$ cat config.mk
export PLATFORM = sky130hd
export DESIGN_NAME = rbm_infer_engine
export DESIGN_NICKNAME = d
export VERILOG_FILES = /design/src/rtl/rbm_infer_engine.sv
export SDC_FILE = /design/constraint.sdc
export NUM_CORES = 1
export LEC_CHECK = 0
export BUFFER_PORTS_ARGS = -buffer_cell sky130_fd_sc_hd__clkbuf_2
export CAP_MARGIN = 10
export CORE_AREA = 2 2 285 287
export CTS_BUF_LIST = sky130_fd_sc_hd__clkbuf_4
export CTS_CLUSTER_DIAMETER = 40
export DETAILED_ROUTE_END_ITERATION = 16
export DIE_AREA = 0 0 287 289
export GPL_ROUTABILITY_DRIVEN = 0
export GPL_TIMING_DRIVEN = 0
export PLACE_DENSITY = 0.7
export SLEW_MARGIN = 20
export SYNTH_ARGS = -nofsm -noshare
export SYNTH_HDL_FRONTEND = slang
export SYNTH_SLANG_ARGS = --single-unit
$ cat constraint.sdc
create_clock -name clock -period 6.1 [get_ports clock]
set_clock_uncertainty 0.15 [all_clocks]
set_input_delay 0.915 -clock clock [delete_from_list [all_inputs] [get_ports clock]]
set_output_delay 0.915 -clock clock [all_outputs]
set_load 0.01 [all_outputs]
$ cat src/rtl/rbm_infer_engine.sv
// Inference sequencer for a two-layer binary RBM classifier.
// Walks image/weight/bias ROMs (1-cycle read latency, addresses issued one
// cycle ahead), computes hidden then class units, and accumulates class
// spikes over several iterations. It then reports the argmax class.
module rbm_infer_engine #(
    parameter int          N_IN      = 784,
    parameter int          N_HID     = 441,
    parameter int          N_OUT     = 10,
    parameter int          W_WIDTH   = 12,
    parameter int          ACC_WIDTH = 24,
    parameter int          CNT_WIDTH = 8,
    parameter logic [15:0] LFSR_SEED = 16'hACE1
) (
    input  logic                     clock,
    input  logic                     reset,
    input  logic                     start,
    input  logic [CNT_WIDTH-1:0]     iterations,
    input  logic                     noise_en,
    output logic [$clog2(N_IN)-1:0]  img_addr,
    input  logic                     img_bit,
    output logic [$clog2(N_IN)-1:0]  hw_row,
    output logic [$clog2(N_HID)-1:0] hw_col,
    input  logic [W_WIDTH-1:0]       hw_data,
    output logic [$clog2(N_HID)-1:0] hb_addr,
    input  logic [W_WIDTH-1:0]       hb_data,
    input  logic                     hsw_data,
    output logic [$clog2(N_HID)-1:0] cw_row,
    output logic [$clog2(N_OUT)-1:0] cw_col,
    input  logic [W_WIDTH-1:0]       cw_data,
    output logic [$clog2(N_OUT)-1:0] cb_addr,
    input  logic [W_WIDTH-1:0]       cb_data,
    input  logic [$clog2(N_OUT)-1:0] cnt_sel,
    output logic [CNT_WIDTH-1:0]     cnt_data,
    output logic                     busy,
    output logic                     done,
    output logic [$clog2(N_OUT)-1:0] class_out
);
    localparam int IA = $clog2(N_IN);
    localparam int HA = $clog2(N_HID);
    localparam int OA = $clog2(N_OUT);
    localparam logic [IA-1:0] IN_LAST  = IA'(N_IN - 1);
    localparam logic [HA-1:0] HID_LAST = HA'(N_HID - 1);
    localparam logic [OA-1:0] OUT_LAST = OA'(N_OUT - 1);

    typedef enum logic [3:0] {
        IDLE, H_ACC, H_BIAS, H_DEC, C_ACC, C_BIAS, C_DEC, ARGMAX, DONE
    } state_t;

    state_t state, state_nx;

    logic [IA-1:0]               in_idx;    // pixel being accumulated
    logic [HA-1:0]               hu_idx;    // hidden unit being computed
    logic [HA-1:0]               hc_idx;    // hidden bit feeding a class unit
    logic [OA-1:0]               cu_idx;    // class unit / argmax scan index
    logic [CNT_WIDTH-1:0]        it_left;
    logic                        noise_on;
    logic                        sw;
    logic signed [ACC_WIDTH-1:0] acc;
    logic [N_HID-1:0]            hid_bits;
    logic [CNT_WIDTH-1:0]        cnt [N_OUT];
    logic [CNT_WIDTH-1:0]        best_val;
    logic [OA-1:0]               best_idx;
    logic [15:0]                 lfsr;

    logic accept, in_last, hu_last, hc_last, cu_last, it_last, fire;
    logic signed [ACC_WIDTH-1:0] hw_ext, hb_ext, cw_ext, cb_ext, noise, sum;

    // A start landing on the done-pulse cycle is dropped, even though state is IDLE.
    assign accept  = (state == IDLE) && start && !done;
    assign in_last = (in_idx == IN_LAST);
    assign hu_last = (hu_idx == HID_LAST);
    assign hc_last = (hc_idx == HID_LAST);
    assign cu_last = (cu_idx == OUT_LAST);
    assign it_last = (it_left == CNT_WIDTH'(1));

    assign hw_ext = ACC_WIDTH'($signed(hw_data));
    assign hb_ext = ACC_WIDTH'($signed(hb_data));
    assign cw_ext = ACC_WIDTH'($signed(cw_data));
    assign cb_ext = ACC_WIDTH'($signed(cb_data));
    assign noise  = noise_on ? ACC_WIDTH'($signed(lfsr[W_WIDTH-1:0])) : '0;
    assign sum    = acc + noise;
    // Strictly positive: a sum of exactly zero does not fire.
    assign fire   = !sum[ACC_WIDTH-1] && (sum != '0);

    assign cnt_data = cnt[cnt_sel];
    assign hb_addr  = hu_idx;
    assign cb_addr  = cu_idx;

    // State register.
    // NOTE: sequential state uses non-blocking assignments so every flop samples pre-edge values.
    always_ff @(posedge clock) begin
        if (reset) state <= IDLE;
        else       state <= state_nx;
    end

    // Next-state logic.
    // NOTE: each output gets a default first so no path leaves it unassigned (no latches).
    always_comb begin
        state_nx = state;
        case (state)
            IDLE:   if (accept) state_nx = H_ACC;
            H_ACC:  if (in_last) state_nx = H_BIAS;
            H_BIAS: state_nx = H_DEC;
            H_DEC:  state_nx = hu_last ? C_ACC : H_ACC;
            C_ACC:  if (hc_last) state_nx = C_BIAS;
            C_BIAS: state_nx = C_DEC;
            C_DEC: begin
                if (!cu_last)     state_nx = C_ACC;
                else if (it_last) state_nx = ARGMAX;
                else              state_nx = H_ACC;
            end
            ARGMAX: if (cu_last) state_nx = DONE;
            DONE:   state_nx = IDLE;
            default: state_nx = IDLE;
        endcase
    end

    // Prefetch addresses: each one names the word consumed in the next cycle.
    always_comb begin
        img_addr = '0;
        hw_row   = '0;
        hw_col   = '0;
        cw_row   = '0;
        cw_col   = '0;
        case (state)
            H_ACC: begin
                if (!in_last) begin
                    img_addr = in_idx + 1'b1;
                    hw_row   = in_idx + 1'b1;
                end
                hw_col = hu_idx;
            end
            H_DEC: hw_col = hu_last ? '0 : hu_idx + 1'b1;
            C_ACC: begin
                if (!hc_last) cw_row = hc_idx + 1'b1;
                cw_col = cu_idx;
            end
            C_DEC: cw_col = cu_last ? '0 : cu_idx + 1'b1;
            default: ;
        endcase
    end

    // Datapath: accumulate, decide, count spikes, scan for the winner.
    always_ff @(posedge clock) begin
        if (reset) begin
            in_idx    <= '0;
            hu_idx    <= '0;
            hc_idx    <= '0;
            cu_idx    <= '0;
            it_left   <= '0;
            noise_on  <= 1'b0;
            sw        <= 1'b0;
            acc       <= '0;
            hid_bits  <= '0;
            best_val  <= '0;
            best_idx  <= '0;
            lfsr      <= LFSR_SEED;
            busy      <= 1'b0;
            done      <= 1'b0;
            class_out <= '0;
            // NOTE: the counter file is a few flops, not a RAM, so it is reset like other state.
            for (int k = 0; k < N_OUT; k++) cnt[k] <= '0;
        end else begin
            done <= 1'b0;
            case (state)
                IDLE: begin
                    acc <= '0;
                    if (accept) begin
                        busy     <= 1'b1;
                        noise_on <= noise_en;
                        it_left  <= (iterations == '0) ? CNT_WIDTH'(1) : iterations;
                        for (int k = 0; k < N_OUT; k++) cnt[k] <= '0;
                    end
                end
                H_ACC: begin
                    if (img_bit) acc <= acc + hw_ext;
                    in_idx <= in_last ? '0 : in_idx + 1'b1;
                end
                H_BIAS: begin
                    acc <= acc + hb_ext;
                    sw  <= hsw_data;
                end
                H_DEC: begin
                    hid_bits[hu_idx] <= sw && fire;
                    acc    <= '0;
                    hu_idx <= hu_last ? '0 : hu_idx + 1'b1;
                    if (noise_on) lfsr <= {lfsr[14:0], lfsr[15] ^ lfsr[13] ^ lfsr[12] ^ lfsr[10]};
                end
                C_ACC: begin
                    if (hid_bits[hc_idx]) acc <= acc + cw_ext;
                    hc_idx <= hc_last ? '0 : hc_idx + 1'b1;
                end
                C_BIAS: acc <= acc + cb_ext;
                C_DEC: begin
                    if (fire && (cnt[cu_idx] != '1)) cnt[cu_idx] <= cnt[cu_idx] + 1'b1;
                    acc    <= '0;
                    cu_idx <= cu_last ? '0 : cu_idx + 1'b1;
                    if (cu_last) it_left <= it_left - 1'b1;
                    if (noise_on) lfsr <= {lfsr[14:0], lfsr[15] ^ lfsr[13] ^ lfsr[12] ^ lfsr[10]};
                end
                ARGMAX: begin
                    // Strict compare keeps the lowest index on ties.
                    if ((cu_idx == '0) || (cnt[cu_idx] > best_val)) begin
                        best_val <= cnt[cu_idx];
                        best_idx <= cu_idx;
                    end
                    cu_idx <= cu_last ? '0 : cu_idx + 1'b1;
                end
                DONE: begin
                    class_out <= best_idx;
                    done      <= 1'b1;
                    busy      <= 1'b0;
                end
                default: ;
            endcase
        end
    end
endmodule

==> impl_metrics.env <==
export IMPL_ir_worst_vdd_uv=148.1
export IMPL_worst_hold_path_num_cells=3
export IMPL_outcome="completed"
export IMPL_min_period_over_period_pct=98.16
export IMPL_maxCapViolations=0
export IMPL_multiInputGateArea_um2=19370
export IMPL_cts_max_level=4
export IMPL_crit_fanout=10
export IMPL_dieArea_um2=82940
export IMPL_num_vias=33330
export IMPL_synth_enable_flop_cells=128
export IMPL_core_area_um2=79900
export IMPL_drtIter0Drc=4501
export IMPL_fin_crit_ns=5.988
export IMPL_drc=0
export IMPL_max_freq_ghz=0.1670
export IMPL_required_ns=6.65
export IMPL_synth_area_um2=35740
export IMPL_crit_end="cnt[14][2]$_DFFE_PP_"
export IMPL_grt_pass1_wl_mm=182.2
export IMPL_whs_ns=0.1347
export IMPL_syn_inst=3853
export IMPL_fill_cells=7448
export IMPL_end_kind="flip-flop"
export IMPL_firstDrtPassIters=7
export IMPL_mappedNetlistNets=3973
export IMPL_syn_avg_cell_area_um2=9.276
export IMPL_nNetsFinal=4295
export IMPL_dieWidth_um=287
export IMPL_gr_usage_all_layers_pct=28.54
export IMPL_initial_core_util_pct=44.73
export IMPL_final_cell_mix="608 x nand2_1, 549 x dfxtp_1, 464 x o21ai_0"
export IMPL_synth_cell_types=77
export IMPL_max_slew_margin_pct=19.29
export IMPL_synthFlopType="dfxtp_1"
export IMPL_async_flop_share_pct=0
export IMPL_power_density_nw_per_um2=263.4
export IMPL_io_pins=135
export IMPL_worstMarginPinSlew_ns=1.211
export IMPL_post_drt_wl_per_cell_um=22.61
export IMPL_r2r_slack_ns=0.11
export IMPL_startpoint_type="flip-flop"
export IMPL_min_path_type="input port to flip-flop"
export IMPL_avgViaCountPerCell=6.206
export IMPL_port_buffers=131
export IMPL_synth_area_leaders="dfxtp_1 31%, edfxtp_1 11%, mux4_2 11%"
export IMPL_postLayoutCoreUtil_pct=50.51
export IMPL_cts_tree="built"
export IMPL_cts_sinks=677
export IMPL_grt_overflow_total=0
export IMPL_report_final_slew_viol_count=0
export IMPL_regArea_um2=14830
export IMPL_rows=104
export IMPL_area_growth_pct=12.91
export IMPL_critPathArrivalTime_ns=6.54
export IMPL_cellLeakagePower_uw=0.01341
export IMPL_grt_pass1_vias=31090
export IMPL_layout_drive_gt1_share_pct=16.86
export IMPL_root_buffer="clkbuf_4"
export IMPL_path_class="flip-flop to flip-flop"
export IMPL_ff2ff_path_depth=13
export IMPL_clk_latency_ns=1.06
export IMPL_final_common_cell="nand2_1"
export IMPL_synth_top_area_cell="dfxtp_1"
export IMPL_r2r_end="cnt[14][2]$_DFFE_PP_"
export IMPL_die_h_um=289
export IMPL_wl_mm=121.5
export IMPL_dp_hpwl_mm=83.41
export IMPL_ys_ff_latch=677
export IMPL_clkSlewWorstSetupHoldPaths_ns=0.07
export IMPL_clockBufferDepth=3
export IMPL_yosysWarnings=0
export IMPL_yosysSeqAreaShare_pct=41.51
export IMPL_grt_max_degree=18
export IMPL_cts_inserted_buffers=178
export IMPL_synth_top_cell_area_share_pct=30.75
export IMPL_ant_nets=0
export IMPL_setup_viol=0
export IMPL_fin_setup_tns_ns=0
export IMPL_finalHoldViolations=0
export IMPL_antenna_found_initial=3
stage by stage:
stage	worst slack [ns]	total power (µW)	cells	instance area, µm²
2_1_floorplan	1.095	5965	3853	35740
3_3_place_gp	-0.9344	6400	5044	37720
3_5_place_dp	-0.04815	6429	5054	37890
4_1_cts	0.02028	10600	5368	40260
5_1_grt	-0.01544	11050	5371	40350
6_report	0.1121	10630	5371	40350
repair_timing:
action                                  4_1_cts  5_1_grt
cloned                                        0        0
hold buffers                                  2        0
gates resized for setup                       4       12
endpoints found under the setup margin       18      159
endpoints found under the hold margin         2        0
setup buffers                                 0        1
pin swaps                                     0        1
routing by layer:
layer  vias up  track usage (%)  wire length [µm]  share of wire [%]
met3       319            7.866             15140                 12
met2      2134            43.64             53430                 44
met4         0            11.82              4528                3.7
met1     16010            38.13             48350                 40
li1      14870                -                 -                  -
met5         -                0                 0                  0
critical path, cell delays in order, from the launching register on:
cell	delay (ns)
dfxtp_1	0.56
clkbuf_1	0.59
clkbuf_1	0.65
mux4_2	0.45
mux4_2	0.53
clkbuf_1	0.31
ha_1	0.34
and2_1	0.18
nand3_1	0.11
nand2_1	0.15
clkbuf_1	0.34
clkbuf_1	0.45
nor4_4	0.53
buf_2	0.31
cell type report:
cell class | instances | share of cell area (%)
diodes | 4 | 0.02480
plain buffers | 344 | 3.842
clock buffers | 243 | 4.521
clock inverters | 69 | 1.296
inverters | 45 | 0.4217
multi-input cells | 2785 | 48.01
flip-flops and latches | 677 | 36.76
well taps | 1060 | 3.287
repair buffers | 144 | 1.842
power by group:
group / switching [µW] / internal, µW
clock: 2060 / 2170
sequential: 93.0 / 4690
combinational: 1030 / 593
total: 3180 / 7450
sequential cells by signal (all words and copies together) (netlist names), named ones only:
name,count
acc,24
cnt,128
cb_addr,4
hc_idx,9
noise_on,1
hid_bits,441
done,1
hb_addr,9
in_idx,10
class_out,4
best_val,8
state,4
lfsr,16
busy,1
it_left,8
best_idx,4
sw,1
worst min path at each step:
stage | startpoint | end
finish | iterations[1] | it_left[1]$_SDFFE_PP0P_
global route | iterations[6] | it_left[6]$_SDFFE_PP0P_
CTS | iterations[1] | it_left[1]$_SDFFE_PP0P_
detailed placement | lfsr[2]$_SDFFE_PP0P_ | lfsr[3]$_SDFFE_PP0P_
global placement | lfsr[14]$_SDFFE_PP0P_ | lfsr[14]$_SDFFE_PP0P_
floorplan | lfsr[14]$_SDFFE_PP0P_ | lfsr[14]$_SDFFE_PP0P_
logic make-up (layout without fill, tap and decap cells):
| family | Yosys count | count (layout) | synth area share [%] |
|---|---|---|---|
| simple gates | 1573 | 1573 | 23.53 |
| compound gates | 852 | 852 | 13.86 |
| flops | 677 | 677 | 41.51 |
| buf+inv | 391 | 845 | 4.810 |
| mux | 256 | 256 | 13.13 |
| fa+ha+maj | 54 | 54 | 1.932 |
| xor+xnor | 50 | 50 | 1.225 |
| other cells | 0 | 4 | 0 |
synthesized netlist by cell type, drive strengths merged, types with 13 or more instances:
master	n
inv	44
ha	52
mux4	170
o21a	15
dfxtp	549
xnor2	27
nand3b	458
a21o	17
and3	24
xor2	23
nor3	44
nor2	159
or3	23
mux2i	83
nand2	608
nor4	96
buf	105
a31oi	13
clkbuf	241
nand3	45
edfxtp	128
nand4	18
nor2b	22
nand2b	26
a21oi	133
a211oi	18
and2	29
o21ai	509
a22oi	17
o221ai	15
o31ai	20
Power figures use the tool's default switching activity.
